===== config.mk =====
export PLATFORM = sky130hd
export DESIGN_NAME = io_tri_bank
export DESIGN_NICKNAME = d
export VERILOG_FILES = /design/src/rtl/io_tri_bank.sv
export SDC_FILE = /design/constraint.sdc
export NUM_CORES = 1
export LEC_CHECK = 0
export BUFFER_PORTS_ARGS = -buffer_cell sky130_fd_sc_hd__buf_2
export CAP_MARGIN = 20
export CORE_MARGIN = 3
export CORE_UTILIZATION = 53
export CTS_CLUSTER_SIZE = 25
export DETAILED_ROUTE_END_ITERATION = 7
export PLACE_DENSITY = 0.91
export RECOVER_POWER = 50
export SLEW_MARGIN = 20
export SYNTH_ARGS = -nofsm -noshare
export SYNTH_HDL_FRONTEND = slang
export SYNTH_SLANG_ARGS = --single-unit

===== constraint.sdc =====
create_clock -name clk -period 3.1 [get_ports clk]
set_clock_uncertainty 0.05 [all_clocks]
set_input_delay 0.62 -clock clk [delete_from_list [all_inputs] [get_ports clk]]
set_output_delay 0.62 -clock clk [all_outputs]
set_load 0.02 [all_outputs]

===== src/rtl/io_tri_bank.sv =====
// io_tri_bank: per-channel tristate pad bank with segmented drive ramp-up and synchronized pad input.
// Optional glitch filter on the receive path is enabled by defining IO_GLITCH_FILTER_EN.
module io_tri_bank #(
  parameter int WIDTH       = 8,
  parameter int SEGMENTS    = 4,
  parameter int SYNC_STAGES = 2,
  parameter int FILT_CYCLES = 3
) (
  input  logic                        clk,
  input  logic                        rst_n,
  input  logic [WIDTH-1:0]            o,
  input  logic [WIDTH-1:0]            t,
  output logic [WIDTH-1:0]            i,
  output logic [WIDTH-1:0]            ready,
  input  logic [WIDTH-1:0]            pad_i,
  output logic [WIDTH-1:0]            pad_o,
  output logic [WIDTH*SEGMENTS-1:0]   pad_seg_oe_n
);

  typedef enum logic [1:0] {OFF, RAMP, ON} state_e;

  localparam logic [SEGMENTS-1:0] ALL_OFF = '1;

  state_e                 state_q [WIDTH];
  state_e                 state_d [WIDTH];
  logic [SEGMENTS-1:0]    oe_q    [WIDTH];
  logic [SEGMENTS-1:0]    oe_d    [WIDTH];
  logic [SYNC_STAGES-1:0] sync_q  [WIDTH];
  logic [WIDTH-1:0]       ready_q, ready_d, pad_o_q, sync_out;

  if (WIDTH < 1 || WIDTH > 32) begin : g_bad_width
    $error("io_tri_bank: WIDTH must be 1..32");
  end
  if (SEGMENTS < 1 || SEGMENTS > 16) begin : g_bad_segments
    $error("io_tri_bank: SEGMENTS must be 1..16");
  end
  if (SYNC_STAGES < 2) begin : g_bad_sync
    $error("io_tri_bank: SYNC_STAGES must be >= 2");
  end
  if (FILT_CYCLES < 1) begin : g_bad_filt
    $error("io_tri_bank: FILT_CYCLES must be >= 1");
  end

  // Next state per channel: t low adds one more active segment per cycle, t high drops every segment at once.
  always_comb begin
    for (int c = 0; c < WIDTH; c++) begin
      oe_d[c]    = t[c] ? ALL_OFF :
                   (state_q[c] == ON)  ? '0 :
                   (state_q[c] == OFF) ? ALL_OFF << 1 : oe_q[c] << 1;
      state_d[c] = t[c] ? OFF : (oe_d[c] == '0) ? ON : RAMP;
      ready_d[c] = state_d[c] == ON;
    end
  end

  // Drive-side state, output data register and input synchronizer; reset releases the pads immediately.
  always_ff @(posedge clk or negedge rst_n) begin
    if (!rst_n) begin
      for (int c = 0; c < WIDTH; c++) begin
        state_q[c] <= OFF;
        oe_q[c]    <= ALL_OFF;
        sync_q[c]  <= '0;
      end
      ready_q <= '0;
      pad_o_q <= '0;
    end else begin
      for (int c = 0; c < WIDTH; c++) begin
        state_q[c] <= state_d[c];
        oe_q[c]    <= oe_d[c];
        sync_q[c]  <= {sync_q[c][SYNC_STAGES-2:0], pad_i[c]};
      end
      ready_q <= ready_d;
      pad_o_q <= o;
    end
  end

  // Last synchronizer stage of each channel.
  always_comb begin
    for (int c = 0; c < WIDTH; c++) sync_out[c] = sync_q[c][SYNC_STAGES-1];
  end

  for (genvar c = 0; c < WIDTH; c++) begin : g_oe
    assign pad_seg_oe_n[c*SEGMENTS +: SEGMENTS] = oe_q[c];
  end

  assign ready = ready_q;
  assign pad_o = pad_o_q;

`ifdef IO_GLITCH_FILTER_EN
  localparam int             CW       = $clog2(FILT_CYCLES + 1);
  localparam logic [CW-1:0]  FILT_MAX = CW'(FILT_CYCLES);

  logic [CW-1:0]    cnt_q [WIDTH];
  logic [CW-1:0]    cnt_d [WIDTH];
  logic [WIDTH-1:0] i_q, i_d;

  // Accept a new input level only after it has persisted for FILT_CYCLES cycles; any agreement restarts the count.
  always_comb begin
    for (int c = 0; c < WIDTH; c++) begin
      cnt_d[c] = '0;
      i_d[c]   = i_q[c];
      if (sync_out[c] != i_q[c]) begin
        if (cnt_q[c] == FILT_MAX - 1'b1) i_d[c] = sync_out[c];
        else cnt_d[c] = cnt_q[c] + 1'b1;
      end
    end
  end

  // Filter state registers.
  always_ff @(posedge clk or negedge rst_n) begin
    if (!rst_n) begin
      for (int c = 0; c < WIDTH; c++) cnt_q[c] <= '0;
      i_q <= '0;
    end else begin
      for (int c = 0; c < WIDTH; c++) cnt_q[c] <= cnt_d[c];
      i_q <= i_d;
    end
  end

  assign i = i_q;
`else
  assign i = sync_out;
`endif

endmodule


==> results.md, run 1 <==
- The flow ran to the end, but the final reports show violations.
- The checks that failed: max-capacitance violations, max-slew violations.
- The number of synthesized register bits is 72.
- The critical path is of the input pin to asynchronous set/reset pin type.
- The number of cells produced by synthesis is about 160.
- The area share of and/or/nand/nor cells after synthesis is under 10%.
- The first TritonRoute pass finished after 4 iterations.
- The H-tree level count is 3.
- The kind of capture point of the worst setup path is an asynchronous set/reset pin.
- The die footprint is about 5500 µm².
- The clock sink count is 72.
- The height of the die is ~74 µm.
- Summed over all nets, the switching power comes to 0.431 mW.
- In this run the horizontal extent of the chip is 74.3 µm.
- After legalization and detailed placement, the total HPWL measured approximately 3100 µm.
- The hold violation count in the final report is 0.
- The total inserted antenna cells is 0.
- In this run the count of I/O pins placed on the die edge is between 80 and 90.
- VDD sags by at most roughly 0.00037 V.
- The share of layout cells above drive strength 1 is between 50% and 60%.
- The fmax is about 0.53 GHz.
- In this run the critical register-to-register path is launched from pad_seg_oe_n[24].
- The utilization after layout is 69.1%.
- The count of warnings emitted by yosys is 0.
- Entering global routing, the biggest net connects 40 pins.
- The mux contribution to synthesized area is 0%.
- In this run the worst setup path begins at rst_n.
- The internal power summed over all cells is 1.52 mW.
- Setup repair after global routing left no endpoint under its margin.
- The static leakage is between 1 and 1.5 nW.
- The adder-cell area share of the yosys netlist is 0%.
- TritonCTS built the clock tree.
- The number of nets in the final layout is 260.
- The clock insertion delay at the later pin of the skew report is between 300 and 400 ps.
- The iteration-0 DRC count of the detailed router is 58.
- The final count of pins violating max slew came to 34.
- In the final layout, flip-flops and latches occupy ~1800 µm².
- The starting density of the core is between 50% and 60%.
- Synthesis instantiated 13 different standard cells from the library.
- The detail route stage leaves a number of antenna-violating nets equal to 0.
- Global routing used between 15 and 20% of the available tracks across all layers.
- For the pin with the worst max-slew slack, the measured transition is between 1500 and 2000 ps.
- The highest fanout seen on the critical path is 34.
- For the worst setup path, the data required time is 3140 ps.
- The worst hold path begins at sync_q[14].
- Per report_power, the clock group accounts for between 40% and 50% of the total.
- The mean instance size in the synthesized netlist is roughly 16 µm².
- The site row count is 24.
- The total nets after synthesis is around 180.
- Dividing the detail-routed wire length by the instance count gives between 15 and 20 µm.
- The logic gate share of total power is roughly 7.0%.
- The signal arrival time at the worst endpoint is 1920 ps.
- On the critical path the largest part of the delay comes from buffers and inverters.
- Counting both buffers and inverters, the worst setup path holds a total of 1.
- The number of buffers inserted by port buffering is approximately 80.
- The summed instance area of the synthesized netlist is around 2500 µm².
- The share of the synthesized area in compound gates (AO/OA/AOI/OAI) is between 10% and 20%.
- The switching portion of total power is 22.1%.
- The signal on the critical path passes through clkbuf_1.
- After clock tree synthesis, the clock-pin slew on the worst setup and hold paths is ~70 ps.
- The wire length of the first global-routing pass is about 6800 µm.
- The mean number of vias per cell is 5.03.
- The headroom to the max-slew limit is -21.4%.
- Routability-driven placement finished with a final weighted congestion of ~0.77.
- The total area of multi-input combinational cells is 509 µm².
- The root buffer cell chosen for the clock tree is sky130_fd_sc_hd__clkbuf_8.
- The total routed wirelength is roughly 4400 µm.
- The maximum count of clock buffers along a single path is 2.
- The final total negative setup slack is 0 ps.
- The post-detailed-route DRC marker count is 0.
- In this design, the stage delay of the slowest critical-path cell is roughly 1300 ps.
- The number of antenna violations at the first check in global routing is 0.
- The minimum clock period is roughly 1900 ps.
- Setup violations remaining at the end of the flow were counted as 0.
- The number of buffers inserted by hold repair at cts is 0.
- The core region is 4410 µm².
- The cell area power density is about 640 nW/µm².
- Summed over all layers, the global routing overflow is 0.
- The setup fix buffers added after clock tree synthesis is 0.
- Of the total synthesized cell area, the portion taken by XOR and XNOR cells is 0%.
- The sequential share of power is between 50% and 60%.
- For this block, the via count after detailed routing is approximately 1500.
- The worst path uses between 60% and 70% of the clock period.
- The combinational family with the most area after synthesis is compound AO/OA/AOI/OAI gates.
- STA classifies the critical path startpoint as an input pin.
- Once the clock tree was built, the resizer swapped 0 gates to a different size.
- Counting the buffers created by CTS gives 9.
- The path class of the tightest hold or removal check is flip-flop to flip-flop.
- Max-cap violations in this run came to 1.
- Relative to the synthesized area, the layout overhead comes to 23.4%.
- The fill cell instance count of the final layout is just over 300.
- The via count of the first global-routing pass came to approximately 1400.
- The critical path's slowest cell is sky130_fd_sc_hd__clkbuf_1.
- The fraction of the yosys area taken by sequential cells is between 70% and 80%.
## cell usage in the layout (no fill, tap or decap)
cell type                    count
sky130_fd_sc_hd__clkinv_2        3
sky130_fd_sc_hd__a21o_1         24
sky130_fd_sc_hd__nor2b_1         6
sky130_fd_sc_hd__clkbuf_8       10
sky130_fd_sc_hd__clkbuf_1        9
sky130_fd_sc_hd__buf_2          72
sky130_fd_sc_hd__nor3_1          6
sky130_fd_sc_hd__clkinvlp_4      1
sky130_fd_sc_hd__dfrtp_1        40
sky130_fd_sc_hd__a21oi_1         2
sky130_fd_sc_hd__bufinv_16       2
sky130_fd_sc_hd__dfstp_2        32
sky130_fd_sc_hd__buf_12          1
sky130_fd_sc_hd__nand2b_1        9
sky130_fd_sc_hd__o21ba_2         6
sky130_fd_sc_hd__or4b_1          2
sky130_fd_sc_hd__nor4b_1         6
sky130_fd_sc_hd__o21bai_1        6
sky130_fd_sc_hd__and3b_1         2
## final timing paths
kind | end | slack, ps | depth (start not counted)
max reg2reg | state_q[2] | 1820 | 2
min in group asynchronous | ready[6] | 730 | 1
min reg2reg | i[0] | 300 | 0
max | i[2] | 1220 | 1
min | i[0] | 300 | 0
max in group clk | pad_seg_oe_n[8] | 1380 | 1
## power groups by stage
stage	clock network (mW)	registers, mW	logic [mW]
after floorplan	0	1.06	0.0410
after global placement	0	1.03	0.137
after detailed placement	0	1.04	0.140
after CTS	0.816	1.02	0.140
after global routing	0.858	1.03	0.148
final	0.789	1.02	0.136
## cell usage after synthesis
cell type | count | area, µm²
sky130_fd_sc_hd__dfstp_2 | 32 | 841
sky130_fd_sc_hd__a21oi_1 | 2 | 10.0
sky130_fd_sc_hd__o21ba_2 | 6 | 60.1
sky130_fd_sc_hd__o21bai_1 | 6 | 45.0
sky130_fd_sc_hd__nor2b_1 | 6 | 37.5
sky130_fd_sc_hd__buf_4 | 16 | 120
sky130_fd_sc_hd__nor3_1 | 6 | 30.0
sky130_fd_sc_hd__or4b_1 | 2 | 20.0
sky130_fd_sc_hd__a21o_1 | 24 | 180
sky130_fd_sc_hd__dfrtp_1 | 40 | 1000
sky130_fd_sc_hd__and3b_1 | 2 | 17.5
sky130_fd_sc_hd__nand2b_1 | 9 | 56.3
sky130_fd_sc_hd__nor4b_1 | 6 | 52.6
## registers in the layout, summed over array words and instances, names as in the netlist
name	count
state_q	8
ready	8
pad_o	8
sync_q	8
pad_seg_oe_n	32
i	8
## stage by stage
stage          power, mW  hold slack, ps  area, µm²  instances  setup slack, ps
6_report            1.95             299       3050        291             1220
3_3_place_gp        1.17             281       2840        275             1610
4_1_cts             1.98             302       3060        291             1360
3_5_place_dp        1.18             287       2840        275             1590
5_1_grt             2.03             310       3050        291              895
2_1_floorplan       1.11             274       2470        157             1840
## kinds of logic after synthesis
family | count (synthesis)
AND/OR/NAND/NOR | 31
buffers and inverters | 16
flip-flops | 72
AO/OA/AOI/OAI | 38
## area by class of cell
type / instances / area share, %
multi-input cells: 69 / 16.7
clock inverters: 6 / 2.71
clock buffers: 10 / 4.51
repair buffers: 82 / 13.6
flip-flops and latches: 72 / 60.4
well taps: 52 / 2.13
## metal layers
layer  track usage (%)  wire, µm
met1              22.2      1880
met5                 0         0
met2              25.8      2090
met4              8.10        20
met3              6.62       383
No activity file was read; power rests on OpenSTA's default activity.
==> inputs of run 2 (changes only) <==
CORE_UTILIZATION = 44   (was 53)
PLACE_DENSITY = 0.82   (was 0.91)
clock period = 1.6 ns   (was 3.1 ns; I/O delays follow)
==> results.md, run 2 (synthesis gave the netlist of run 1 again) <==
- The static leakage is 1.38 nW (was 1.40 nW).
- The total routed wirelength is 4250 µm (was 4370 µm).
- The iteration-0 DRC count of the detailed router was 49 (was 58).
- The total inserted antenna cells was 0 (unchanged).
- The number of nets in the final layout is 261 (was 260).
- The measured slew at the worst slew-check pin came to 839 ps (was 1820 ps).
- The path type of the worst setup path is flip-flop to output pin (was input pin to asynchronous set/reset pin).
- The number of buffers inserted by port buffering is 81 (unchanged).
- The share of layout cells above drive strength 1 is 52.5% (was 53.1%).
- The starting density of the core came to 46.9% (was 56.0%).
- The portion of total power attributed to the clock network is 34.6% (was 40.5%).
- The switching portion of total power is 23.4% (was 22.1%).
- The critical path's slowest cell is sky130_fd_sc_hd__dfstp_2 (was sky130_fd_sc_hd__clkbuf_1).
- The most common cell after layout, fill and taps aside is sky130_fd_sc_hd__buf_2 (unchanged).
- The clock insertion delay at the later pin of the skew report is 320 ps (about the same).
- The flip-flop count of the largest register after layout was 32 (unchanged).
- The via count is 1446 (was 1464).
- The global route total overflow is 0 (unchanged).
- The internal power summed over all cells is 2.62 mW (was 1.52 mW).
- The share of the cycle needed by the critical path after routing is 87.9%.
- The final count of negative-setup-slack endpoints is 0 (unchanged).
- The kind of capture point of the worst setup path is an output pin (was asynchronous set/reset pin).
- The number of antenna violations at the first check in global routing was 0 (unchanged).
- The number of nets with antenna violations after routing was 0 (unchanged).
- The iteration count of the initial detailed-routing pass is 3 (was 4).
- The setup fix buffers added after clock tree synthesis is 0 (unchanged).
- The count of cells along the worst hold path is 1 (was 0).
- The global-route usage over all layers came to 13.9% (was 17.2%).
- The headroom to the max-slew limit came to 44.1% (was -21.4%).
- The count of buffering cells on the critical path with inverters included is 1 (unchanged).
- The largest net degree at the start of global routing is 73 (was 40).
- The endpoint of the worst hold-timing path is pad_o[2] (was i[0]).
- The top cell family by delay on the critical path is flip-flops (was buffers and inverters).
- The post-detailed-route DRC marker count was 0 (unchanged).
- The origin of the critical flop-to-flop path is pad_seg_oe_n[24] (unchanged).
- The fill cell instance count of the final layout is 455 (was 306).
- The width of the die came to 80.9 µm (was 74.3 µm).
- The sequential share of power is 57.8% (was 52.5%).
- The final total negative setup slack came to 0 ps (unchanged).
- The height of the die is 80.9 µm (was 74.3 µm).
- The highest fanout seen on the critical path came to 3 (was 34).
- The clock sink count is 72 (unchanged).
- The cell at the root of the clock tree is sky130_fd_sc_hd__clkbuf_8 (unchanged).
- The largest voltage drop on the vdd net is 0.000588 V (was 0.000367 V).
- The endpoint of the lowest-slack register-to-register path is state_q[2] (unchanged).
- The synthesis-to-layout area growth came to 22.1% (was 23.4%).
- The cell area power density is 1130 nW/µm² (was 638 nW/µm²).
- Derived from the worst setup path, the maximum achievable clock frequency is 0.711 GHz.
- The minimum clock period is 1410 ps.
- Cell breakdown of the critical path: buf_2 (was clkbuf_1).
- The wire length per cell after detailed routing is 13.7 µm (was 15.0 µm).
- The clock slew at the register clock pins of the worst setup and hold paths is 70 ps (about the same).
- The required time at the worst-slack endpoint is 1230 ps (was 3140 ps).
- The final count of pins violating max slew was 0 (was 34).
- The via count of the first global-routing pass is 1492 (was 1449).
- The TritonCTS clock tree is done (unchanged).
- The last weighted congestion value of the routability-driven placer is 0.741 (was 0.775).
- The maximum count of clock buffers along a single path is 2 (unchanged).
- The reg-to-reg setup timing slack is 350 ps (was 1820 ps).
- The startpoint of the worst hold path is o[2] (was sync_q[14]).
- The largest stage delay on the critical path is 550 ps (was 1290 ps).
- The site row count is 26 (was 24).
- RSZ-0062 raised after global routing: no (unchanged).
- The sum of internal, switching and leakage power is 3.42 mW (was 1.95 mW).
- The mean number of vias per cell is 4.66 (was 5.03).
- Result of the run: complete, no violations (was finished with violations).
- The worst hold-check path type was input pin to flip-flop (was flip-flop to flip-flop).
- The die footprint is 6550 µm² (was 5520 µm²).
- The standard cell core area is 5270 µm² (was 4410 µm²).
- The logic gate share of total power is 7.7% (was 7.0%).
- The signal arrival time at the worst endpoint was 1040 ps (was 1920 ps).
- The hold violation count in the final report is 0 (unchanged).
- The max-cap check violation count is 0 (was 1).
- The total net switching power was 0.798 mW (was 0.431 mW).
- Most used cells in the layout excluding fill and tap cells: 73 x sky130_fd_sc_hd__buf_2, 40 x sky130_fd_sc_hd__dfrtp_1, 32 x sky130_fd_sc_hd__dfstp_2 (was 72 x sky130_fd_sc_hd__buf_2, 40 x sky130_fd_sc_hd__dfrtp_1, 32 x sky130_fd_sc_hd__dfstp_2).
- The half-perimeter wire length after detailed placement came to 2980 µm (was 3120 µm).
- The H-tree level count was 3 (unchanged).
- The worst-case reg-to-reg path depth was 2 (unchanged).
- The type of element launching the critical path is a flip-flop (was input pin).
- The clock buffer count from CTS is 9 (unchanged).
- The count of pins on the block boundary is 82 (unchanged).
- The wire length of the first global-routing pass came to 6750 µm (was 6820 µm).
==> run 2: cell types whose count changed in the layout (fill, tap and decap cells not counted), sizes merged <==
cell / delta
buf: +1
clkinvlp: -1
clkbuf: +1
bufinv: -2
dlygate4sd3: +1
clkinv: +1
==> run 2: metrics by stage <==
step | util (%) | std cells | instance area [µm²] | setup slack (ps) | hold slack, ps
finish | 57.2 | 310 | 3020 | 194 | 52.2
detailed placement | 54.3 | 293 | 2860 | 355 | 286
global route | 57.2 | 310 | 3020 | 128 | 24.7
floorplan | - | 157 | 2470 | 338 | -25.6
global placement | 54.3 | 293 | 2860 | 379 | 283
CTS | 57.7 | 310 | 3040 | 171 | 28.0
==> run 2: worst max path at each step <==
stage / start / end / cells past startpoint
after detailed placement: pad_seg_oe_n[20] / state_q[4] / 2
after global placement: pad_seg_oe_n[24] / state_q[2] / 2
final: pad_seg_oe_n[30] / pad_seg_oe_n[30] / 1
after CTS: pad_seg_oe_n[30] / pad_seg_oe_n[30] / 1
after floorplan: pad_seg_oe_n[24] / state_q[2] / 2
after global routing: rst_n / state_q[10] / 3
==> run 2: layer usage <==
metal / up-vias / wire (µm) / global-route usage [%] / share of wire, %
met5: - / 0 / 0 / 0
met4: 0 / 16 / 7.09 / 0.38
met3: 2 / 280 / 4.88 / 6.6
met2: 44 / 2120 / 22.3 / 50
met1: 713 / 1830 / 16.6 / 43
li1: 687 / - / - / -
==> run 2: power groups by stage <==
stage                     Combinational, mW  Sequential [mW]  Clock, mW
after global routing                  0.286             1.99       1.33
after detailed placement              0.273             2.01          0
after floorplan                      0.0794             2.06          0
after CTS                             0.276             1.97       1.24
after global placement                0.269             2.00          0
final                                 0.262             1.98       1.18
==> run 2: final cells by class <==
cell class                      instances  area, µm²  area share, %
Sequential cell                        72       1840           61.1
Clock buffer                           12        145           4.81
Multi-Input combinational cell         69        509           16.9
Tap cell                               70       87.6           2.90
Timing Repair Buffer                   83        413           13.7
Clock inverter                          4       20.0          0.664
==> run 2: what timing repair did <==
action                                 CTS  global route
gates resized for setup                  0             0
endpoints found under the hold margin   40             0
hold buffers                             1             0
setup endpoints to repair                0             0
==> run 2: worst register-to-register path: stages (launching register included) <==
cell,delay (ps)
sky130_fd_sc_hd__dfstp_2,370
sky130_fd_sc_hd__or4b_1,530
sky130_fd_sc_hd__and3b_1,190
